`src/rtl/thumb_it_cond_unit.sv`:
```
// Thumb execute-stage condition unit: tracks ITSTATE and decides whether the current
// instruction executes, plus illegal-encoding detection for IT and B<c>.
module thumb_it_cond_unit #(
    parameter int MAX_IT_LEN = 4
) (
    input  logic        i_clk,
    input  logic        i_rst,
    input  logic [15:0] i_ir,
    input  logic [3:0]  i_apsr,
    input  logic        i_valid,
    input  logic        i_flush,
    output logic        o_met,
    output logic        o_illegal,
    output logic        o_in_it,
    output logic [3:0]  o_it_cond,
    output logic [2:0]  o_it_remaining
);

    localparam logic [3:0] COND_AL = 4'hE;
    localparam logic [2:0] MAX_LEN = 3'(MAX_IT_LEN);

    logic [7:0] itstate;
    logic [7:0] itstate_nxt;
    logic       in_it;
    logic       is_it;
    logic       is_bcond;
    logic       it_legal;
    logic [2:0] it_len;
    logic [3:0] cc;

    function automatic logic cond_pass(input logic [3:0] cond, input logic [3:0] apsr);
        logic n, z, c, v;
        n = apsr[3];
        z = apsr[2];
        c = apsr[1];
        v = apsr[0];
        case (cond)
            4'h0:    cond_pass = z;
            4'h1:    cond_pass = !z;
            4'h2:    cond_pass = c;
            4'h3:    cond_pass = !c;
            4'h4:    cond_pass = n;
            4'h5:    cond_pass = !n;
            4'h6:    cond_pass = v;
            4'h7:    cond_pass = !v;
            4'h8:    cond_pass = c && !z;
            4'h9:    cond_pass = !c || z;
            4'hA:    cond_pass = (n == v);
            4'hB:    cond_pass = (n != v);
            4'hC:    cond_pass = !z && (n == v);
            4'hD:    cond_pass = z || (n != v);
            4'hE:    cond_pass = 1'b1;
            default: cond_pass = 1'b0;
        endcase
    endfunction

    // Length encoded by an IT mask; the lowest set bit marks the end of the block.
    function automatic logic [2:0] mask_len(input logic [3:0] mask);
        if (mask[0])      mask_len = 3'd4;
        else if (mask[1]) mask_len = 3'd3;
        else if (mask[2]) mask_len = 3'd2;
        else if (mask[3]) mask_len = 3'd1;
        else              mask_len = 3'd0;
    endfunction

    always_comb begin
        in_it    = |itstate[3:0];
        is_it    = (i_ir[15:8] == 8'hBF) && (|i_ir[3:0]);
        is_bcond = (i_ir[15:12] == 4'hD) && (i_ir[11:8] <= 4'hD);
        it_len   = mask_len(i_ir[3:0]);
        it_legal = is_it && (i_ir[7:4] != 4'hF) && (it_len <= MAX_LEN);

        if (in_it)         cc = itstate[7:4];
        else if (is_bcond) cc = i_ir[11:8];
        else               cc = COND_AL;

        o_illegal      = in_it ? (is_it || is_bcond) : (is_it && !it_legal);
        o_met          = !o_illegal && cond_pass(cc, i_apsr);
        o_in_it        = in_it;
        o_it_cond      = in_it ? itstate[7:4] : COND_AL;
        o_it_remaining = mask_len(itstate[3:0]);
    end

    // Flush beats a load; slots are consumed even when the condition fails.
    always_comb begin
        itstate_nxt = itstate;
        if (i_flush) begin
            itstate_nxt = 8'h00;
        end else if (i_valid) begin
            if (in_it) begin
                if (itstate[2:0] == 3'b000) itstate_nxt = 8'h00;
                else                        itstate_nxt = {itstate[7:5], itstate[3:0], 1'b0};
            end else if (it_legal) begin
                itstate_nxt = i_ir[7:0];
            end
        end
    end

    always_ff @(posedge i_clk or posedge i_rst) begin
        if (i_rst) itstate <= 8'h00;
        else       itstate <= itstate_nxt;
    end

endmodule

```
`config.mk`:
```
export PLATFORM = sky130hd
export DESIGN_NAME = thumb_it_cond_unit
export DESIGN_NICKNAME = d
export VERILOG_FILES = /design/src/rtl/thumb_it_cond_unit.sv
export SDC_FILE = /design/constraint.sdc
export NUM_CORES = 1
export LEC_CHECK = 0
export BUFFER_PORTS_ARGS = -buffer_cell sky130_fd_sc_hd__buf_2
export CAP_MARGIN = 10
export CORE_ASPECT_RATIO = 0.6
export CORE_UTILIZATION = 27
export DETAILED_ROUTE_END_ITERATION = 16
export GPL_TIMING_DRIVEN = 0
export SYNTH_ARGS = -nofsm -noshare
export SYNTH_HDL_FRONTEND = slang
export SYNTH_SLANG_ARGS = --single-unit
```
`constraint.sdc`:
```
create_clock -name i_clk -period 1.86 [get_ports i_clk]
set_input_delay 0.279 -clock i_clk [delete_from_list [all_inputs] [get_ports i_clk]]
set_output_delay 0.279 -clock i_clk [all_outputs]
set_load 0.01 [all_outputs]
```
# Yosys cells after proc, flatten, opt, wreduce, memory -nomap -nowiden
# Index checks and enable logic that the tools add are counted.
# totals
regBits	8
latchBits	0
ram_bits	0
rom_bits	0
inputBits	24
output_inout_bits	10
wordCells	67
mem_count	0
# classes
addsub	0
n_mul	0
div_mod_pow	0
n_lt_le_gt_ge	2
n_eq_ne	20
shifts	0
n_mux	18
bitwise	0
n_reduce_logical	25
# ops
operator	count
2-to-1 mux 8 bit	5
equality test 4 bit, second input constant	8
equality test 4 x 3 -> 1 bit, second input constant	4
one-hot mux 1 bit (15 select lines)	1
2-to-1 mux 4 bit	3
equality test 4 x 2 -> 1 bit, second input constant	2
equality test 8 bit, second input constant	1
logical AND 1 bit	8
2-to-1 mux 2 bit	4
OR reduction 4 bit	2
zero test 1 bit	6
2-to-1 mux 3 bit	2
equality test 4 x 1 -> 1 bit, second input constant	1
less-or-equal comparator 4 bit, second input constant	1
zero test 4 bit	1
inequality test 4 bit, second input constant	1
less-or-equal comparator 3 bit, second input constant	1
zero test 3 bit	1
logical OR 1 bit	3
2-to-1 mux 1 bit	3
inequality test 3 x 2 -> 1 bit, second input constant	1
AND reduction 3 bit	1
nonzero test 3 bit	1
AND reduction 2 bit	1
3 further kinds	3

# Logic depth before layout (Yosys ltp)
# Gate-level depths: netlist of run 1.
# logic_depth
word_depth	11
ltp_mapped	8
mapped_depth_nobuf	7

# Worst setup path after synthesis of run 1
# Ideal clock, no wire load.
# synth_path
path_kind	flip-flop to output port
startpoint	register itstate[1]
endpoint	output port o_met
arrival_time_ns	1.803
t_required_ns	1.581
path_slack_ns	-0.222
path_stages_with_launch	9
n_path_buf	1
path_cell_list	dfrtp_1 -> nor4_2 -> inv_2 -> buf_6 -> and2_1 -> a31o_2 -> o311ai_1 -> o211ai_1 -> a41oi_2
# synth_between
elab_chain_len	5
elab_cells_between_ends	21
classes_between	eq/ne (14); mux (3); reduce/logical (4)
# synth_rtl
element	line	source
start: declaration	22	logic [7:0] itstate;
start signal: assignment	101	else itstate <= itstate_nxt;
OR reduction 4 bit (*)	67	in_it = |itstate[3:0];
via o_in_it	14	output logic o_in_it,
2-to-1 mux 4 bit	73	if (in_it) cc = itstate[7:4];
equality test 4 bit, or another cell as far along	37	case (cond)
one-hot mux 1 bit (15 select lines)	37	
logical AND 1 bit (*)	78	o_met = !o_illegal && cond_pass(cc, i_apsr);
end: declaration	12	output logic o_met,
# The timed path passes the listed nets; every way through them passes the cells marked *.

# Worst setup path in the final report of run 1
# layout_path
startpoint	register itstate[0]
endpoint	output port o_met
# layout_between
elab_chain_len	5
elab_cells_between_ends	21
classes_between	eq/ne (14); mux (3); reduce/logical (4)
# layout_rtl
element	line
OR reduction 4 bit (*)	67
2-to-1 mux 4 bit	73
equality test 4 bit, or another cell as far along	37
one-hot mux 1 bit (15 select lines)	37
logical AND 1 bit (*)	78
# Every way passes the cells marked *; elsewhere a longest branch is shown, timed or not.

==> impl_metrics.toml, run 1 <==
[synthesis]
ys_seq_area_share_pct = 24.0
synth.area.top_cells = "dfrtp_1, a21oi_1, nor2_1"
syn_nets = 128
yosys.area.top_type = "dfrtp_1"
syn_avg_cell_area_um2 = 8.02
synth.cell_area_um2 = 835
yosysUniqueCellTypes = 42
synth-seq-cells = 8
yosysWarnings = 0
synth_cells = 104
synth_top_area_share_pct = 24.0

[cts]
cts-root-buf = "clkbuf_8"
cts_made_buffers = 3
ctsHtreeMaxLevel = 1
cts.sinks = 8
worstSkewPairLatency_ps = 230
cts_tree = "done"
clockBufferDepth = 2
clkTransAtPathRegs_ps = 40

[timing]
finalCriticalPeriod_ps = 2510
max_slew.worst_pin.slew_ps = 539
slew_viol_final = 0
setup_viol = 1
period_share_pct = 135
rsz0062_at_grt = "yes"
tns_ps = -652
whs_ps = -3.85
max_freq_ghz = 0.398
relSlewSlack_pct = 63.7
clock_skew_ps = 1.34
hold_viol_final = 8
setup_ws_ps = -652

[power_and_ir_drop]
p_per_area_nw_per_um2 = 1240
power_leakage_nw = 0.509
p_int_mw = 0.771
pwr-share-clk_pct = 15.2
power_mw = 1.40
power_frac_comb_pct = 64.8
switching_share_pct = 45.0
p_switching_mw = 0.630
ir_drop_uv = 325
power_frac_seq_pct = 20.0

[setup_path]
crit_buf_inv = 3
critical_path.top_delay_family = "simple AND/OR/NAND/NOR gates"
rr_startpoint = "itstate[0]"
arrival_ps = 2230
path_class = "flip-flop to output pin"
required_ps = 1580
crit_slowest_cell = "dfrtp_2"
path_max_fanout = 10
rrSetupSlack_ps = 150
max_stage_delay_ps = 420
timing.rr.end = "itstate[4]"
cp.depth = 9
crit_path_start_kind = "flip-flop"
ff2ff_path_depth = 7
cp_cell_sequence = "nor4_4 -> inv_2 -> buf_6 -> nor3_4 -> nor3b_1 -> o311ai_1 -> o211ai_1 -> a41oi_2 -> buf_2"
cp-end-kind = "output pin"

[detailed_routing]
drt_pass1_iterations = 4
routed_wl_mm = 2.30
vias_per_cell = 5.13
wire_per_inst_um = 12.5
drc = 0
final_antenna_net_count = 0
drt_iter0_drc = 34
via_count = 944

[final_layout]
drive_gt1_share_pct = 39.4
antennaDiodeCount = 0
fin_area_um2 = 1130
nNetsFinal = 168
largest_registers = "itstate x8"
top_register = "itstate"
area_delta_synth_final_pct = 35.4
fill_cells = 289
largest_reg_flops = 8
stdcell_count = 184
utilization_pct = 38.8

[status]
violations = "negative hold slack, negative setup slack"
status = "finished, violations left"

[global_route]
gr-usage-met1_pct = 20.0
grt_busiest_layer = "met2"
grt_pass1_wl_mm = 3.62
globalRouteMet3Util_pct = 5.13
met2_usage_pct = 22.4
antenna_found_initial = 0
overflow = 0
grt_max_degree = 11
grt_pass1_vias = 800
track_usage_pct = 14.7

[job]
max-cap-violations = 0

[floorplan]
rows = 15
die-width_um = 73.8
io_pins = 34
start_util_pct = 28.7
die_area_um2 = 3320
die_y_um = 45.1
core-area_um2 = 2910

[place]
dp.final_hpwl_mm = 1.84
io_buffers = 32
place_area_um2 = 1050
place_inst = 178
routabilityCongestion = 0.857

[min_path]
hold_path_class = "input pin to async pin"
worst max-delay path by stage:
| stage | from | to | slack, ps |
|---|---|---|---|
| floorplan | itstate[1] | o_met | -220 |
| finish | itstate[0] | o_met | -650 |
| detailed placement | itstate[1] | o_met | -510 |
| global placement | itstate[1] | o_met | -440 |
| CTS | itstate[0] | o_met | -650 |
| global route | itstate[0] | o_met | -760 |
power groups by stage:
stage | clock network, mW | registers, mW | logic (mW)
3_5_place_dp | 0 | 0.281 | 0.860
4_1_cts | 0.218 | 0.279 | 0.905
2_1_floorplan | 0 | 0.264 | 0.625
6_report | 0.213 | 0.280 | 0.908
3_3_place_gp | 0 | 0.281 | 0.846
5_1_grt | 0.227 | 0.287 | 0.987
what timing repair did:
action,CTS,global route
buffers inserted,2,1
setup endpoints to repair,3,1
hold buffers,0,0
pin swaps,2,1
gates resized for setup,5,1
cells in the final DEF, fill, tap and decap left out, types with 2 or more instances in the layout:
master and n:
nor2_1 13, mux2i_1 4, clkbuf_8 3, nand3_1 3, dfrtp_1 4, o211ai_1 2, buf_4 5, o21ai_0 2
nor4_4 2, or3b_1 3, dfrtp_2 4, nor2b_1 2, a21oi_1 11, a211oi_1 3, nand2b_1 4, buf_2 33
nand2_1 7, nand4_1 3, a31oi_1 3, inv_1 5, nor3b_1 3
metrics by stage:
| step | hold WS [ps] | setup slack (ps) |
|---|---|---|
| detailed placement | 260 | -509 |
| global placement | 258 | -444 |
| CTS | 12.6 | -649 |
| floorplan | 94.7 | -222 |
| finish | -3.85 | -652 |
| global route | 33.0 | -763 |
cells by family after synthesis:
logic type                Yosys count  share of synthesized area (%)
AOI/OAI and AO/OA                  29                           23.5
xor gates and xnor gates            1                           1.05
buffers and inverters              11                           6.89
DFF                                 8                           24.0
muxes                               4                           4.80
and+or+nand+nor                    51                           39.7
metal layers:
layer	routed length, µm	up-vias
li1	-	462
met1	1050	436
met2	1040	41
met3	178	5
met4	33	0
met5	0	-
synth_stat cells:
library cell  count
o21a_1            1
nand2b_1          4
nor4_4            1
o21ai_0           2
a41oi_2           1
o21ba_1           1
buf_2             1
nand2_1           7
nor3_4            1
nor2b_1           2
a31oi_1           3
xor2_1            1
or3b_1            3
or2b_1            1
buf_4             2
nand4_1           3
a311oi_1          1
a21boi_0          1
nor4_2            1
and2_1            1
inv_1             5
nor2_1           13
nand4b_1          1
inv_2             1
nor3b_1           3
nand3_2           1
mux2i_1           4
dfrtp_1           8
o31ai_1           1
and4b_1           1
o311ai_1          1
a31o_2            1
buf_6             1
nor2_2            2
o211ai_1          2
a21oi_1          11
a211oi_1          3
nand3b_4          1
nor3_1            1
nor4_1            1
nand3_1           3
buf_1             1
area by class of cell:
class | instances | area, µm² | area share, %
multi-input combinational | 85 | 591 | 52.3
timing repair buffer | 35 | 183 | 16.2
inverter | 6 | 22.5 | 1.99
clock buffer | 3 | 41.3 | 3.65
tap | 42 | 52.6 | 4.65
buffer | 5 | 35.0 | 3.10
sequential | 8 | 205 | 18.2
worst reg2reg max path, stage by stage, from the launching register on:
cell      delay (ps)
dfrtp_2          420
nor4_4           310
inv_2             70
buf_6            150
a21oi_1          180
nor2b_1           70
buf_2            170
a311oi_1         240
(Power assumes the default switching activity.)
==> run 2, diff against run 1 <==
--- a/config.mk
+++ b/config.mk
@@ -11,6 +11,7 @@
 export CORE_UTILIZATION = 27
 export DETAILED_ROUTE_END_ITERATION = 16
 export GPL_TIMING_DRIVEN = 0
+export REMOVE_ABC_BUFFERS = 1
 export SYNTH_ARGS = -nofsm -noshare
 export SYNTH_HDL_FRONTEND = slang
 export SYNTH_SLANG_ARGS = --single-unit
==> run 2 against run 1 <==
Compared with the run above: the run still ends with negative hold slack, negative setup slack left; design area is 11% higher; setup slack improved by 27 ps; clock power decreased by 3%; critical path type unchanged; non-clock buffer count up 4; cell count increased by 2.7%; largest cell class unchanged; critical path depth is 1 lower; sequential share of layout area down 1.8 points; core utilization grew 4.1 points.
==> impl_metrics.toml, run 2 (same netlist as run 1, synthesis figures left out) <==
[status]
status = "finished, violations left"
violations = "negative hold slack, negative setup slack"

[global_route]
grt_pass1_vias = 876
antenna_found_initial = 0
grt_max_degree = 11
grt_pass1_wl_mm = 3.82
overflow = 0
track_usage_pct = 15.5

[cts]
cts-root-buf = "clkbuf_8"
clockBufferDepth = 2
ctsHtreeMaxLevel = 1
clkTransAtPathRegs_ps = 40
cts.sinks = 8
worstSkewPairLatency_ps = 230
cts_tree = "done"
cts_made_buffers = 3

[final_layout]
regArea_um2 = 204
area_delta_synth_final_pct = 49.6
fill_cells = 289
stdcell_count = 189
fin_area_um2 = 1250
largest_reg_flops = 8
nNetsFinal = 173
largest_registers = "itstate x8"
layout_commonest_cell = "buf_2"
multi_input_area_um2 = 652
utilization_pct = 42.9
drive_gt1_share_pct = 51.0
layout_common_cells = "buf_2, a21oi_1, nor2_1"
antennaDiodeCount = 0
top_register = "itstate"

[timing]
rsz0062_at_grt = "yes"
slew_viol_final = 0
max_freq_ghz = 0.402
period_share_pct = 134
setup_viol = 10
setup_ws_ps = -626
whs_ps = -6.04
max_slew.worst_pin.slew_ps = 536
clock_skew_ps = 2.30
hold_viol_final = 8
finalCriticalPeriod_ps = 2490
tns_ps = -1300
relSlewSlack_pct = 63.9

[place]
routabilityCongestion = 0.861
dp.final_hpwl_mm = 1.85
place_inst = 174
place_area_um2 = 1020
io_buffers = 33

[setup_path]
crit_buf_inv = 2
required_ps = 1580
cp_cell_sequence = "nor4_4 -> inv_2 -> nor2_2 -> a21boi_2 -> o311ai_1 -> o211ai_1 -> a41oi_2 -> buf_2"
critical_path.top_delay_family = "compound AO/OA/AOI/OAI gates"
path_max_fanout = 6
path_class = "flip-flop to output pin"
max_stage_delay_ps = 420
arrival_ps = 2210
crit_slowest_cell = "dfrtp_2"
crit_path_start_kind = "flip-flop"
cp-end-kind = "output pin"

[detailed_routing]
vias_per_cell = 5.20
drt_iter0_drc = 51
wire_per_inst_um = 13.9
via_count = 982
final_antenna_net_count = 0
drt_pass1_iterations = 4
routed_wl_mm = 2.63
drc = 0

[floorplan]
rows = 15
die_area_um2 = 3320
core-area_um2 = 2910
start_util_pct = 28.7
die_y_um = 45.1
die-width_um = 73.8
io_pins = 34

[job]
max-cap-violations = 0

[min_path]
hold_path_class = "input pin to async pin"

[power_and_ir_drop]
p_per_area_nw_per_um2 = 1350
power_leakage_nw = 0.555
ir_drop_uv = 436
-- run 2: cell count changes in the layout (fill, tap and decap cells not counted), sizes merged --
| cell | delta |
|---|---|
| clkinvlp | +1 |
| buf | +4 |
-- run 2: power breakdown --
| group | leakage (nW) | internal (mW) | switching (mW) |
|---|---|---|---|
| Clock | 0.0216 | 0.140 | 0.0656 |
| Combinational | 0.429 | 0.579 | 0.617 |
| Sequential | 0.104 | 0.220 | 0.0624 |
| Total | 0.555 | 0.939 | 0.745 |
-- run 2: path summary, 6_finish.rpt --
path	start	to	depth (start not counted)	slack [ps]
max reg2reg	itstate[2]	itstate[6]	9	-140
min reg2reg	itstate[6]	itstate[6]	2	580
max	itstate[2]	o_met	8	-630
min in group i_clk	i_ir[0]	itstate[0]	3	310
min	i_rst	itstate[7]	2	-6
max in group asynchronous	i_rst	itstate[0]	2	1600
-- run 2: metal layers --
| layer | wire (µm) | vias to the layer above | GRT usage [%] |
|---|---|---|---|
| li1 | - | 472 | - |
| met1 | 1070 | 474 | 19.1 |
| met2 | 1410 | 32 | 27.5 |
| met3 | 123 | 4 | 4.24 |
| met4 | 19 | 0 | 3.08 |
| met5 | 0 | - | 0 |
-- run 2: area by class of cell --
cell class	instances	area share (%)
Timing Repair inverter	1	0.601
Clock buffer	3	3.31
Sequential cell	8	16.3
Timing Repair Buffer	44	21.5
Multi-Input combinational cell	85	52.2
Inverter	6	1.80
Tap cell	42	4.21
-- run 2: timing repair --
action | CTS | global route
gates cloned | 1 | 0
endpoints found under the hold margin | 0 | 0
endpoints found under the setup margin | 15 | 13
setup buffers | 7 | 4
pin swaps | 3 | 4
gates resized for setup | 14 | 15
hold buffers | 0 | 0
-- run 2: stage by stage --
step / worst slack, ps / power [mW]
2_1_floorplan: -739 / 0.824
3_3_place_gp: -1180 / 1.06
3_5_place_dp: -1170 / 1.08
4_1_cts: -626 / 1.49
5_1_grt: -766 / 1.80
6_report: -626 / 1.68
